$ cat config.mk
export PLATFORM = sky130hd
export DESIGN_NAME = boot_loader_flat
export DESIGN_NICKNAME = d
export VERILOG_FILES = /design/src/rtl/boot_loader_pkg.sv /design/src/rtl/boot_loader_if.sv /design/src/rtl/boot_loader_byte_pair_assembler.sv /design/src/rtl/boot_loader.sv /design/src/flat_wrapper.sv
export SDC_FILE = /design/constraint.sdc
export NUM_CORES = 1
export LEC_CHECK = 0
export ABC_AREA = 1
export BUFFER_PORTS_ARGS = -buffer_cell sky130_fd_sc_hd__buf_2
export CORE_MARGIN = 2
export CORE_UTILIZATION = 47
export CTS_CLUSTER_DIAMETER = 120
export DETAILED_ROUTE_END_ITERATION = 7
export GPL_TIMING_DRIVEN = 0
export MAX_ROUTING_LAYER = met4
export PLACE_DENSITY_LB_ADDON = 0.12
export SETUP_SLACK_MARGIN = 0.2
export SLEW_MARGIN = 20
export SYNTH_ARGS = -nofsm -noshare
export SYNTH_HDL_FRONTEND = slang
export SYNTH_SLANG_ARGS = --single-unit
export TNS_END_PERCENT = 30
$ cat constraint.sdc
create_clock -name clk -period 1.9 [get_ports clk]
set_clock_uncertainty 0.2 [all_clocks]
set_input_delay 0.095 -clock clk [delete_from_list [all_inputs] [get_ports clk]]
set_output_delay 0.095 -clock clk [all_outputs]
set_load 0.01 [all_outputs]
$ cat src/rtl/boot_loader_pkg.sv
// boot_pkg: shared definitions for the boot loader.
//   SYNC_BYTE_DEF : default frame start marker
//   state_e       : loader FSM state encoding
package boot_pkg;

  localparam logic [7:0] SYNC_BYTE_DEF = 8'hA5;

  typedef enum logic [2:0] {
    ST_IDLE,
    ST_LEN_HI,
    ST_LEN_LO,
    ST_DATA_HI,
    ST_DATA_LO,
    ST_CHK,
    ST_DONE,
    ST_ERROR
  } state_e;

endpackage

$ cat src/rtl/boot_loader_if.sv
// boot_loader_if: byte stream from the serial receiver plus the write port
// into the instruction BRAM.
//   rx_data/rx_valid/rx_ready : byte stream, transfer on rx_valid && rx_ready
//   mem_addr/mem_wdata/mem_we : one-cycle word write strobe
// master = loader side, slave = receiver/BRAM side.
interface boot_loader_if #(
  parameter int unsigned ADDR_W = 10
);

  logic [7:0]        rx_data;
  logic              rx_valid;
  logic              rx_ready;
  logic [ADDR_W-1:0] mem_addr;
  logic [15:0]       mem_wdata;
  logic              mem_we;

  modport master (
    input  rx_data,
    input  rx_valid,
    output rx_ready,
    output mem_addr,
    output mem_wdata,
    output mem_we
  );

  modport slave (
    output rx_data,
    output rx_valid,
    input  rx_ready,
    input  mem_addr,
    input  mem_wdata,
    input  mem_we
  );

endinterface

$ cat src/rtl/boot_loader_byte_pair_assembler.sv
// byte_pair_assembler: joins a high and a low byte into a 16-bit word.
//   clk, rst        : clock, synchronous active-low reset
//   byte_i          : incoming byte
//   hi_load_i       : latch byte_i as the high byte
//   lo_load_i       : combine held high byte with byte_i
//   word_o          : assembled word (valid with word_valid_o)
//   word_valid_o    : one-cycle pulse, the cycle after lo_load_i
module byte_pair_assembler (
  input  logic        clk,
  input  logic        rst,
  input  logic [7:0]  byte_i,
  input  logic        hi_load_i,
  input  logic        lo_load_i,
  output logic [15:0] word_o,
  output logic        word_valid_o
);

  logic [7:0]  hi_q;
  logic [15:0] word_q;
  logic        valid_q;

  // Reset also drops a pending valid so no partial write escapes.
  always_ff @(posedge clk) begin
    if (!rst) begin
      hi_q    <= '0;
      word_q  <= '0;
      valid_q <= 1'b0;
    end else begin
      valid_q <= lo_load_i;
      if (hi_load_i) hi_q <= byte_i;
      if (lo_load_i) word_q <= {hi_q, byte_i};
    end
  end

  assign word_o       = word_q;
  assign word_valid_o = valid_q;

endmodule

$ cat src/rtl/boot_loader.sv
// boot_loader: receives a framed image over a byte stream and writes it into
// the instruction BRAM, holding the CPU in reset until the image is loaded.
// Frame: SYNC_BYTE, LEN_HI, LEN_LO, LEN words (high byte first)
//        [, checksum trailer when BOOT_LOADER_CHECKSUM_EN is defined].
//   clk, rst    : clock, synchronous active-low reset
//   bus         : boot_loader_if.master (byte stream in, BRAM write out)
//   restart     : pulse to re-arm from DONE/ERROR
//   cpu_hold    : CPU reset hold, low only in DONE
//   done, error : frame accepted / rejected
//   word_count  : words written in the current frame
// Optional feature macro: BOOT_LOADER_CHECKSUM_EN (8-bit sum check).
//
// state      | meaning
// IDLE       | hunting for SYNC_BYTE, other bytes discarded
// LEN_HI     | waiting for length high byte
// LEN_LO     | waiting for length low byte, range check
// DATA_HI    | waiting for word high byte
// DATA_LO    | waiting for word low byte, word written next cycle
// CHK        | waiting for checksum trailer (checksum builds only)
// DONE       | image loaded, CPU released
// ERROR      | frame rejected
module boot_loader
  import boot_pkg::*;
#(
  parameter int unsigned ADDR_W    = 10,
  parameter logic [7:0]  SYNC_BYTE = SYNC_BYTE_DEF
) (
  input  logic            clk,
  input  logic            rst,
  boot_loader_if.master   bus,
  input  logic            restart,
  output logic            cpu_hold,
  output logic            done,
  output logic            error,
  output logic [ADDR_W:0] word_count
);

  localparam logic [16:0] MAX_LEN = 17'(2 ** ADDR_W);
`ifdef BOOT_LOADER_CHECKSUM_EN
  localparam state_e ST_END = ST_CHK;
`else
  localparam state_e ST_END = ST_DONE;
`endif

  state_e            state_q, state_d;
  logic              accept;
  logic              restart_take;
  logic              hi_load, lo_load;
  logic              word_valid;
  logic [15:0]       word;
  logic [7:0]        len_hi_q;
  logic [15:0]       len_w;
  logic [ADDR_W:0]   len_q;
  logic [ADDR_W:0]   word_count_q;
  logic              last_word;

  assign accept       = bus.rx_valid && bus.rx_ready;
  assign restart_take = restart && (state_q == ST_DONE || state_q == ST_ERROR);
  assign len_w        = {len_hi_q, bus.rx_data};
  // word_count already includes every earlier word by the time a low byte lands.
  assign last_word    = (word_count_q + {{ADDR_W{1'b0}}, 1'b1}) == len_q;

`ifdef BOOT_LOADER_CHECKSUM_EN
  logic [7:0] sum_q;

  always_ff @(posedge clk) begin
    if (!rst) begin
      sum_q <= '0;
    end else if (restart_take || state_q == ST_IDLE) begin
      sum_q <= '0;
    end else if (accept && state_q != ST_CHK) begin
      sum_q <= sum_q + bus.rx_data;
    end
  end
`endif

  always_ff @(posedge clk) begin
    if (!rst) state_q <= ST_IDLE;
    else      state_q <= state_d;
  end

  always_comb begin
    state_d = state_q;
    case (state_q)
      ST_IDLE:    if (accept && bus.rx_data == SYNC_BYTE) state_d = ST_LEN_HI;
      ST_LEN_HI:  if (accept) state_d = ST_LEN_LO;
      ST_LEN_LO: begin
        if (accept) begin
          if (len_w == 16'd0)                 state_d = ST_END;
          else if ({1'b0, len_w} > MAX_LEN)   state_d = ST_ERROR;
          else                                state_d = ST_DATA_HI;
        end
      end
      ST_DATA_HI: if (accept) state_d = ST_DATA_LO;
      ST_DATA_LO: if (accept) state_d = last_word ? ST_END : ST_DATA_HI;
`ifdef BOOT_LOADER_CHECKSUM_EN
      ST_CHK: begin
        if (accept) state_d = (bus.rx_data == (~sum_q + 8'd1)) ? ST_DONE : ST_ERROR;
      end
`endif
      ST_DONE:    if (restart) state_d = ST_IDLE;
      ST_ERROR:   if (restart) state_d = ST_IDLE;
      default:    state_d = ST_IDLE;
    endcase
  end

  always_comb begin
    bus.rx_ready = (state_q != ST_DONE) && (state_q != ST_ERROR);
    cpu_hold     = (state_q != ST_DONE);
    done         = (state_q == ST_DONE);
    error        = (state_q == ST_ERROR);
    hi_load      = accept && (state_q == ST_DATA_HI);
    lo_load      = accept && (state_q == ST_DATA_LO);
  end

  always_ff @(posedge clk) begin
    if (!rst) begin
      len_hi_q     <= '0;
      len_q        <= '0;
      word_count_q <= '0;
    end else begin
      if (accept && state_q == ST_LEN_HI) len_hi_q <= bus.rx_data;
      if (accept && state_q == ST_LEN_LO) len_q    <= len_w[ADDR_W:0];
      if (restart_take)    word_count_q <= '0;
      else if (word_valid) word_count_q <= word_count_q + {{ADDR_W{1'b0}}, 1'b1};
    end
  end

  byte_pair_assembler u_asm (
    .clk          (clk),
    .rst          (rst),
    .byte_i       (bus.rx_data),
    .hi_load_i    (hi_load),
    .lo_load_i    (lo_load),
    .word_o       (word),
    .word_valid_o (word_valid)
  );

  // Address is the pre-increment count during the write cycle.
  assign bus.mem_addr  = word_count_q[ADDR_W-1:0];
  assign bus.mem_wdata = word;
  assign bus.mem_we    = word_valid;
  assign word_count    = word_count_q;

endmodule

$ cat src/flat_wrapper.sv
// flat-port wrapper written by rule: the top's interface ports become plain ports
module boot_loader_flat import boot_pkg::*;
#(
  parameter int unsigned ADDR_W    = 10,
  parameter logic [7:0]  SYNC_BYTE = SYNC_BYTE_DEF
)
  (clk, rst, restart, cpu_hold, done, error, word_count, bus_rx_data, bus_rx_valid, bus_rx_ready, bus_mem_addr, bus_mem_wdata, bus_mem_we);
  boot_loader_if #(.ADDR_W(ADDR_W)) bus_i ();
  input  logic clk;
  input  logic rst;
  input  logic restart;
  output logic cpu_hold;
  output logic done;
  output logic error;
  output logic [ADDR_W:0] word_count;
  input wire logic [$bits(bus_i.rx_data)-1:0] bus_rx_data;
  input wire logic [$bits(bus_i.rx_valid)-1:0] bus_rx_valid;
  output wire logic [$bits(bus_i.rx_ready)-1:0] bus_rx_ready;
  output wire logic [$bits(bus_i.mem_addr)-1:0] bus_mem_addr;
  output wire logic [$bits(bus_i.mem_wdata)-1:0] bus_mem_wdata;
  output wire logic [$bits(bus_i.mem_we)-1:0] bus_mem_we;
  assign bus_i.rx_data = bus_rx_data;
  assign bus_i.rx_valid = bus_rx_valid;
  assign bus_rx_ready = bus_i.rx_ready;
  assign bus_mem_addr = bus_i.mem_addr;
  assign bus_mem_wdata = bus_i.mem_wdata;
  assign bus_mem_we = bus_i.mem_we;
  boot_loader #(.ADDR_W(ADDR_W), .SYNC_BYTE(SYNC_BYTE)) u_core (.clk(clk), .rst(rst), .bus(bus_i), .restart(restart), .cpu_hold(cpu_hold), .done(done), .error(error), .word_count(word_count));
endmodule
* Word level (Yosys, flattened, before mapping) *
Index checks and enable logic that the tools add are counted.

operators by class
  mux-type cells = 10
  shift-type cells = 0
  eq/ne operators = 16
  add/sub/neg operators = 1
  bitwise logic cells = 1
  order comparisons = 1
  div/mod/pow operators = 0
  multiply operators = 0
  reduce and logical (&&, ||, !) cells = 14

operators by type and width
  cell                   number
  $mux 3                 9
  $pmux 3 s6             1
  $gt 16x11->1 const B   1
  $logic_not 16->1       1
  $ne 2x1->1 const B     6
  $add 11x1->11 const B  1
  $eq 11x11->1           1
  $eq 3x3->1 const B     3
  $eq 8x8->1 const B     1
  $logic_and 1x1->1      8
  $eq 3x2->1 const B     2
  $ne 3x3->1 const B     2
  $reduce_and 6->1       1
  $reduce_or 2->1        2
  $eq 3x1->1 const B     1
  $logic_not 3->1        1
  $logic_or 1x1->1       1
  $not 1->1              1

word-level totals
  memory bits (read-only) = 0
  bits in registers = 58
  RAM bits = 0
  bits in latches = 0
  output and inout bits = 42
  memories = 0
  word-level logic and storage cells = 50

* Longest topological paths before layout *
Gate-level depths: netlist (run 1).

  word-level depth = 6
  mapped depth = 14
  depth with buffers taken out = 14

* Cells and area by module *
A second synthesis (run 1) with hierarchy kept.

unflattened totals
  cells, all modules = 463
  area total of the unflattened synthesis = 3017.9 um^2

modules (own cells, without submodules)
  module               instances  cells each  sequential area each (um^2)  area each (um^2)
  boot_loader          1          315         660.6                        1976.9
  byte_pair_assembler  1          148         500.5                        1041.0

* Worst setup path after synthesis (run 1) *
OpenSTA, ideal clock, no wires.

  path type = flip-flop to flip-flop
  from = reg u_core.word_count_q[0] (netlist: u_core.word_count[0])
  to = reg u_core.state_q[0]
  setup slack = -28 ps
  arrival = 1596 ps
  period minus slack after synthesis = 1928 ps
  cell stages (with the launch flop) = 13
  required time = 1568 ps
  buffers on the path = 0
  library setup time = 132 ps
  cell sequence = dfxtp_1 ha_1 nand2_4 nor2_4 nand4_1 nand2_1 nand2_1 nand2_1 nand3_2 o21ai_0 nand2_1 nand2_1 a21oi_1

on the way
  cells in the longest elaborated chain, start to end = 5

ends and longest elaborated chain
  what                    line                source
  start, declared         boot_loader.sv:54   logic [ADDR_W:0] word_count_q;
  start signal, assigned  boot_loader.sv:125  else if (word_valid) word_count_q <= word_count_q + {{ADDR_W{1'b0}}, 1'b1};
  $add 11x1->11           boot_loader.sv:61   assign last_word = (word_count_q + {{ADDR_W{1'b0}}, 1'b1}) == len_q;
  $eq 11x11->1            boot_loader.sv:61
  $mux 3 (2 in a row)     boot_loader.sv:95   ST_DATA_LO: if (accept) state_d = last_word ? ST_END : ST_DATA_HI;
  $pmux 3 s6              boot_loader.sv:84   case (state_q)
  end signal, assigned    boot_loader.sv:79   else state_q <= state_d;
  end, declared           boot_loader.sv:45   state_e state_q, state_d;

Every way passes these cells. The select of a mux whose other input is x is not followed.
A chain may end at the register's enable or synchronous reset.

* Final worst setup path (run 1) *
  from = reg u_core.word_count_q[1] (netlist: u_core.word_count[1])
  to = reg u_core.state_q[2]

The elaborated chain is that of the path after synthesis.

==> metrics.txt, run 1 <==
R2R cell count 13; Tcrit/Tclk final 1.02; vias in the first global route 2,643; WHS Endpoint u_core.state_q[1]$_SDFFE_PN0P_; layout cells sized above 1 0.304; die height 81.5 um; WP data required 1.97 ns; via count 3,027; sw frac 0.238; Yosys reg bits 58; Die ar. 6640 sq um; met2 WL post-DR 3850 um; Post-route DRC 0; RePlAce Congestion just under 0.9; DR pass1 iterations 5; Final Hold Viols 0; antenna violations before repair 0; Worst slew margin 0.668; r2r setup slk -0.04 ns; crit path time final 1.94 ns; area growth from synthesis to layout 34.1%; yosys warns 0; fillers 539; Total GRT Usage 0.254; Pint around 1.9 mW; largest net degree at the start of global routing 12; CTS buffer count 9; Synthesized Nets approximately 430; violated checks setup timing; core area just under 6000 sq um; Flop pwr share 0.489; port bufs 52; Sequential Area 1180 sq um; DPL Wire Length 5220 um; Met1 Wirelength 3330 um; critical path type flip-flop to flip-flop; insertion delay to the later sink of the worst-skew pair 0.34 ns; leakage power 1.60 nW; Synth Cell Area approximately 2800 sq um; ant diodes 0; endpoints failing setup 2; Initial Util 0.482; clk sinks 58; number of unique standard cell types used by synthesis 29; Clock Pin Slew Worst Setup and Hold Paths 0.07 ns; worst-margin pin slew 0.497 ns; clock share of power 0.469; Area after DPL 3200 sq um; share of the synthesized area in the top cell type 0.412; Min-Delay Path Depth 4; Hold Path Class primary input to flip-flop; CTS tree done; Site Rows 28; final wirelength 7950 um; pre-CTS setup slack -0.0659 ns; die width 81.5 um; Worst setup SP type flip-flop; Area contributors post-synth dfxtp_1 (41%), nand2_1 (13%), nand3_1 (10%); status complete, but fails checks; global route overflow 0; post-synth top area cell dfxtp_1; root cell of the clock tree clkbuf_8; max-cap violation count 0; via/cell ratio 5.24; Worst EP arrival 2.01 ns; CP Capture Type flip-flop; crit path max fanout 5; Multi-input gate area 1530 sq um; Detail Route Antenna Nets 0; # nets final 511; sw power 0.591 mW; wire per inst 13.8 um; final instance area 3780 sq um; share of the yosys chip area belonging to registers 0.412; Mean Syn Cell Area 6.81 sq um; WL met3 ~550 um; Final Slew Violations 0; setup ws final -0.0429 ns; PD cells approximately 650 nW/um^2; Highest Signal Layer met4; CTS Buffer Depth 2; gate count after technology mapping 414; hold wc startpoint bus_rx_valid; f_max 0.515 GHz; Fin Setup TNS -0.0810 ns; worst r2r src u_core.word_count[1]$_SDFFE_PP0P_; RSZ-0062 raised after global routing yes; Initial DRC Count 122; R2R Path End u_core.state_q[2]$_SDFFE_PN0P_; Logic pwr share 0.041; I/O pins 54; first-pass GRT wire length ~12,000 um; H-tree levels 3; peak supply drop just over 0.0006 V
layer usage:
layer / vias to the layer above / GRT usage
li1: 1515 / -
met1: 1375 / 0.306
met2: 119 / 0.403
met3: 18 / 0.0670
met4: 0 / 0.107
met5: - / -
repair_timing:
item                                    in CTS  in global routing
gates resized for setup                      9                 62
endpoints found under the setup margin      35                 46
hold buffers                                 9                  3
buffers inserted                             7                  3
pin swaps                                    3                 12
endpoints found under the hold margin       34                  6
final cells by class:
cell class	instances	area share
multi-input combinational	287	0.403
sequential	58	0.312
timing repair buffer	73	0.122
inverter	42	0.0427
buffer	27	0.0410
clock buffer	10	0.0364
tap	75	0.0248
clock inverter	6	0.0175
worst max-delay path, stage by stage, from the launching register on:
cell	delay, ns
dfxtp_4	0.39
ha_4	0.18
nand2_8	0.08
nor2_4	0.13
nand3_2	0.09
nand3_1	0.09
nand2_1	0.09
nor2_4	0.11
nand3_2	0.11
nor2_2	0.12
nand2_1	0.05
nand2_1	0.06
nand2_1	0.06
a21oi_2	0.12
flip-flops by register name (all words and copies together) (netlist names):
register                   cells
u_core.u_asm.word_o           16
u_core.len_q                  11
u_core.word_count             11
u_core.len_hi_q                8
u_core.u_asm.hi_q              8
u_core.state_q                 3
u_core.u_asm.word_valid_o      1
worst max path at each step:
stage,start,to,slack (ns),cells past startpoint
floorplan,u_core.word_count[1]$_SDFFE_PP0P_,u_core.state_q[2]$_SDFFE_PN0P_,0.19,13
global placement,u_core.word_count[6]$_SDFFE_PP0P_,u_core.state_q[0]$_SDFFE_PN0P_,-0.08,11
detailed placement,u_core.word_count[6]$_SDFFE_PP0P_,u_core.state_q[2]$_SDFFE_PN0P_,-0.07,12
CTS,u_core.word_count[1]$_SDFFE_PP0P_,u_core.state_q[2]$_SDFFE_PN0P_,0.009,14
global route,u_core.word_count[1]$_SDFFE_PP0P_,u_core.state_q[2]$_SDFFE_PN0P_,-0.19,13
finish,u_core.word_count[1]$_SDFFE_PP0P_,u_core.state_q[2]$_SDFFE_PN0P_,-0.04,13
metrics by stage:
| step | util | hold slack (ns) | total power, mW | instances |
|---|---|---|---|---|
| 6_report | 0.646 | 0.0387 | 2.48 | 578 |
| 5_1_grt | 0.646 | 0.0584 | 2.57 | 578 |
| 4_1_cts | 0.611 | 0.00253 | 2.50 | 573 |
| 3_5_place_dp | 0.546 | 0.234 | 1.32 | 541 |
| 3_3_place_gp | 0.546 | 0.235 | 1.32 | 541 |
| 2_1_floorplan | - | 0.0438 | 1.28 | 414 |
power groups by stage:
stage	clock network [mW]	logic (mW)	registers, mW
2_1_floorplan	0	0.0370	1.24
3_3_place_gp	0	0.0781	1.24
3_5_place_dp	0	0.0784	1.24
4_1_cts	1.19	0.0948	1.21
5_1_grt	1.25	0.109	1.21
6_report	1.16	0.102	1.21
layout by cell type, fill, tap and decap left out, types with 10 or more instances in the layout:
cell,count
nand2_1,91
buf_4,20
o21ai_0,18
nand3_1,46
dfxtp_1,48
nand3_2,13
dlygate4sd3_1,10
inv_1,39
buf_2,56
a21oi_1,53
nor2_1,24
clkbuf_8,10
cell usage after synthesis:
master	instances
nand2_1	96
dfxtp_1	58
nand3_1	58
a21oi_1	53
inv_1	41
nor2_1	33
o21ai_0	22
clkbuf_1	14
buf_4	11
nor2_4	4
nand4_1	3
nor3_1	3
nor3_2	2
a21oi_2	1
a31o_2	1
buf_1	1
buf_2	1
clkinv_1	1
ha_1	1
nand2_2	1
nand2_4	1
nand3_2	1
nor2_2	1
nor4_1	1
o21ai_1	1
o221ai_1	1
o31ai_1	1
xnor2_1	1
xor2_1	1
cell families after synthesis:
family                   Yosys count  synth area share
AO/OA/AOI/OAI                     80             0.147
adder cells (fa/ha/maj)            1           0.00444
flip-flops                        58             0.412
XOR/XNOR                           2           0.00621
buffers and inverters             69             0.107
AND/OR/NAND/NOR                  204             0.324
(Power assumes the default switching activity.)
==> inputs of run 2 (changes only) <==
--- a/config.mk
+++ b/config.mk
@@ -15,8 +15,10 @@
 export MAX_ROUTING_LAYER = met4
 export PLACE_DENSITY_LB_ADDON = 0.12
 export SETUP_SLACK_MARGIN = 0.2
+export SKIP_LAST_GASP = 1
 export SLEW_MARGIN = 20
 export SYNTH_ARGS = -nofsm -noshare
 export SYNTH_HDL_FRONTEND = slang
+export SYNTH_HIERARCHICAL = 1
 export SYNTH_SLANG_ARGS = --single-unit
 export TNS_END_PERCENT = 30
==> run 2 against run 1 <==
  * The run ends with hold timing, setup timing left
  * Routed wire length is 7.5% lower
  * Worst setup slack worse by 0.071 ns
  * Synthesized area is 7.0% higher
  * Global-route usage is 4.0 points lower
  * Fmax is 3.5% lower
  * Count of clock-buffer cells in the layout is 1 higher
  * Critical endpoint is now u_core/state_q[2]$_SDFFE_PN0P_
==> metrics.txt, run 2 <==
status complete, but fails checks; violated checks hold timing, setup timing; share of the synthesized area in the top cell type 0.385 (-0.0270); PD cells 660 nW/um^2 (+0.80%); most frequent cell after synthesis nand2_1; Worst slew margin 0.729 (+0.0610); Largest register FFs 16 (unchanged); DR pass1 iterations 4 (-1); number of synthesized flops with an enable pin 0 (unchanged); I/O pins 54 (unchanged); gate count after technology mapping 463 (+12%); insertion delay to the later sink of the worst-skew pair 0.33 ns (about the same); crit path max fanout 6 (+1); Clock Pin Slew Worst Setup and Hold Paths 0.07 ns (about the same); Detail Route Antenna Nets 0 (unchanged); die width 84.1 um (+3.3%); Final Hold Viols 1 (+1); hold slack -0.0139 ns (-0.0526 ns); Total GRT Usage 0.214 (-0.0404); synth cell count leaders nand2_1 (117), nor2_1 (89), inv_1 (61); Fin Setup TNS -0.178 ns (-0.0965 ns); Final Slew Violations 0 (unchanged); CTS Buffer Depth 2 (unchanged); Synthesized Nets 476 (+11%); antenna violations before repair 0 (unchanged); core area 6280 sq um (+7.3%); die height 84.1 um (+3.3%); CTS buffer count 9 (unchanged); Yosys reg bits 58 (unchanged); Tcrit/Tclk final 1.06 (+0.0373); ant diodes 0 (unchanged); first-pass GRT wire length 11,800 um (-4.3%); layout cells sized above 1 0.267 (-0.0374); WP data required 1.96 ns (about the same); CP Capture Type flip-flop; commonest non-fill, non-tap cells in the layout nand2_1 (109), nor2_1 (79), inv_1 (58); peak supply drop 0.000431 V (-29%); # nets final 559 (+9.4%); share of the yosys chip area belonging to registers 0.385 (-0.0270); Worst setup SP type flip-flop; port bufs 53 (+1.9%); final instance area 3910 sq um (+3.3%); clk sinks 58 (unchanged); f_max 0.497 GHz (-3.5%); Area after DPL 3410 sq um (+6.6%); yosys warns 6 (+6); Initial DRC Count 115 (-5.7%); Hold Path Class primary input to flip-flop; via/cell ratio 4.81 (-8.1%); worst-margin pin slew 0.406 ns (-0.0914 ns); number of unique standard cell types used by synthesis 31 (+6.9%); CTS tree done; wire per inst 11.7 um (-15%); setup ws final -0.114 ns (-0.0709 ns); Synth Cell Area 3020 sq um (+7.0%); H-tree levels 3 (unchanged); Post-route DRC 0 (unchanged); RSZ-0062 raised after global routing yes; post-synth top area cell dfxtp_1; Area contributors post-synth dfxtp_1 (38%), nand2_1 (15%), nor2_1 (11%); Die ar. 7080 sq um (+6.7%); crit path time final 2.01 ns (+0.0709 ns); Mean Syn Cell Area 6.52 sq um (-4.3%); Worst EP arrival 2.07 ns (+0.06 ns); Site Rows 29 (+3.6%); leakage power 1.87 nW (+17%); leading cell type in the layout, fill and taps excluded nand2_1; critical path type flip-flop to flip-flop; via count 3,021 (-0.20%); global route overflow 0 (unchanged); endpoints failing setup 2 (unchanged); vias in the first global route 2,642 (-0.038%); final wirelength 7350 um (-7.5%); RePlAce Congestion 0.877 (+0.80%); Initial Util 0.481 (-0.00127); max-cap violation count 0 (unchanged); area growth from synthesis to layout 29.4%; DPL Wire Length 5320 um (+2.0%); Main synth FF type dfxtp_1; async set-reset flop share out of synthesis 0 (unchanged); largest net degree at the start of global routing 11 (-1); root cell of the clock tree clkbuf_8
[run 2: repair_timing]
item | in CTS | in global routing
pin swaps | 3 | 17
setup endpoints to repair | 32 | 34
buffers inserted | 4 | 3
hold buffers | 12 | 0
resized for setup | 13 | 31
endpoints found under the hold margin | 34 | 0
[run 2: power breakdown]
part | internal (mW) | total, mW | switching [mW]
Clock | 0.770 | 1.26 | 0.487
Sequential | 1.21 | 1.21 | 0.000531
Combinational | 0.0454 | 0.109 | 0.0641
Total | 2.03 | 2.58 | 0.551
[run 2: metal layers]
metal	track usage	wire (um)
met5	-	0
met4	0.103	147
met3	0.0413	301
met2	0.330	3390
met1	0.270	3510
[run 2: kinds of logic after synthesis]
family,synth area share
and+or+nand+nor,0.354
buffers and inverters,0.147
DFF,0.385
AOI/OAI and AO/OA,0.0983
xor gates and xnor gates,0.0116
adders and majority gates,0.00415
[run 2: final timing paths]
path,start,end,slack (ns),cells past startpoint
max,u_core/word_count[0]$_SDFFE_PP0P_,u_core/state_q[2]$_SDFFE_PN0P_,-0.11,13
max reg2reg,u_core/word_count[0]$_SDFFE_PP0P_,u_core/state_q[2]$_SDFFE_PN0P_,-0.11,13
min reg2reg,u_core/u_asm/word_o[4]$_SDFFE_PN0P_,u_core/u_asm/word_o[4]$_SDFFE_PN0P_,0.27,2
min,restart,u_core/word_count[0]$_SDFFE_PP0P_,-0.01,4
[run 2: metrics by stage]
stage                     hold WS (ns)  total power, mW  instances  utilization  worst slack [ns]
after floorplan                 0.0299             1.29        463            -             0.164
after global placement           0.193             1.33        593        0.543           -0.0976
after detailed placement         0.201             1.33        593        0.543           -0.0922
after CTS                       0.0778             2.61        625        0.605           -0.0467
after global routing            0.0258             2.69        628        0.622            -0.278
final                          -0.0139             2.58        628        0.622            -0.114
[run 2: area by class of cell]
type | instances | area (sq um)
Buffer | 25 | 214
Sequential cell | 58 | 1180
Multi-Input combinational cell | 317 | 1520
Clock buffer | 11 | 141
Fill cell | 597 | 2370
Clock inverter | 5 | 77.6
Inverter | 63 | 236
Tap cell | 77 | 96.3
Timing Repair Buffer | 72 | 438
[run 2: worst max-delay path, stage by stage (launching register included)]
cell and delay (ns):
dfxtp_4 0.38, ha_4 0.17, nand2_8 0.08, nor2_4 0.15
nand2_1 0.08, nand3b_1 0.10, nand2_2 0.07, nor2_1 0.11
nand3_1 0.11, nor2_2 0.11, nand3_1 0.10, nand2_1 0.09
nand2_2 0.05, a21oi_2 0.13
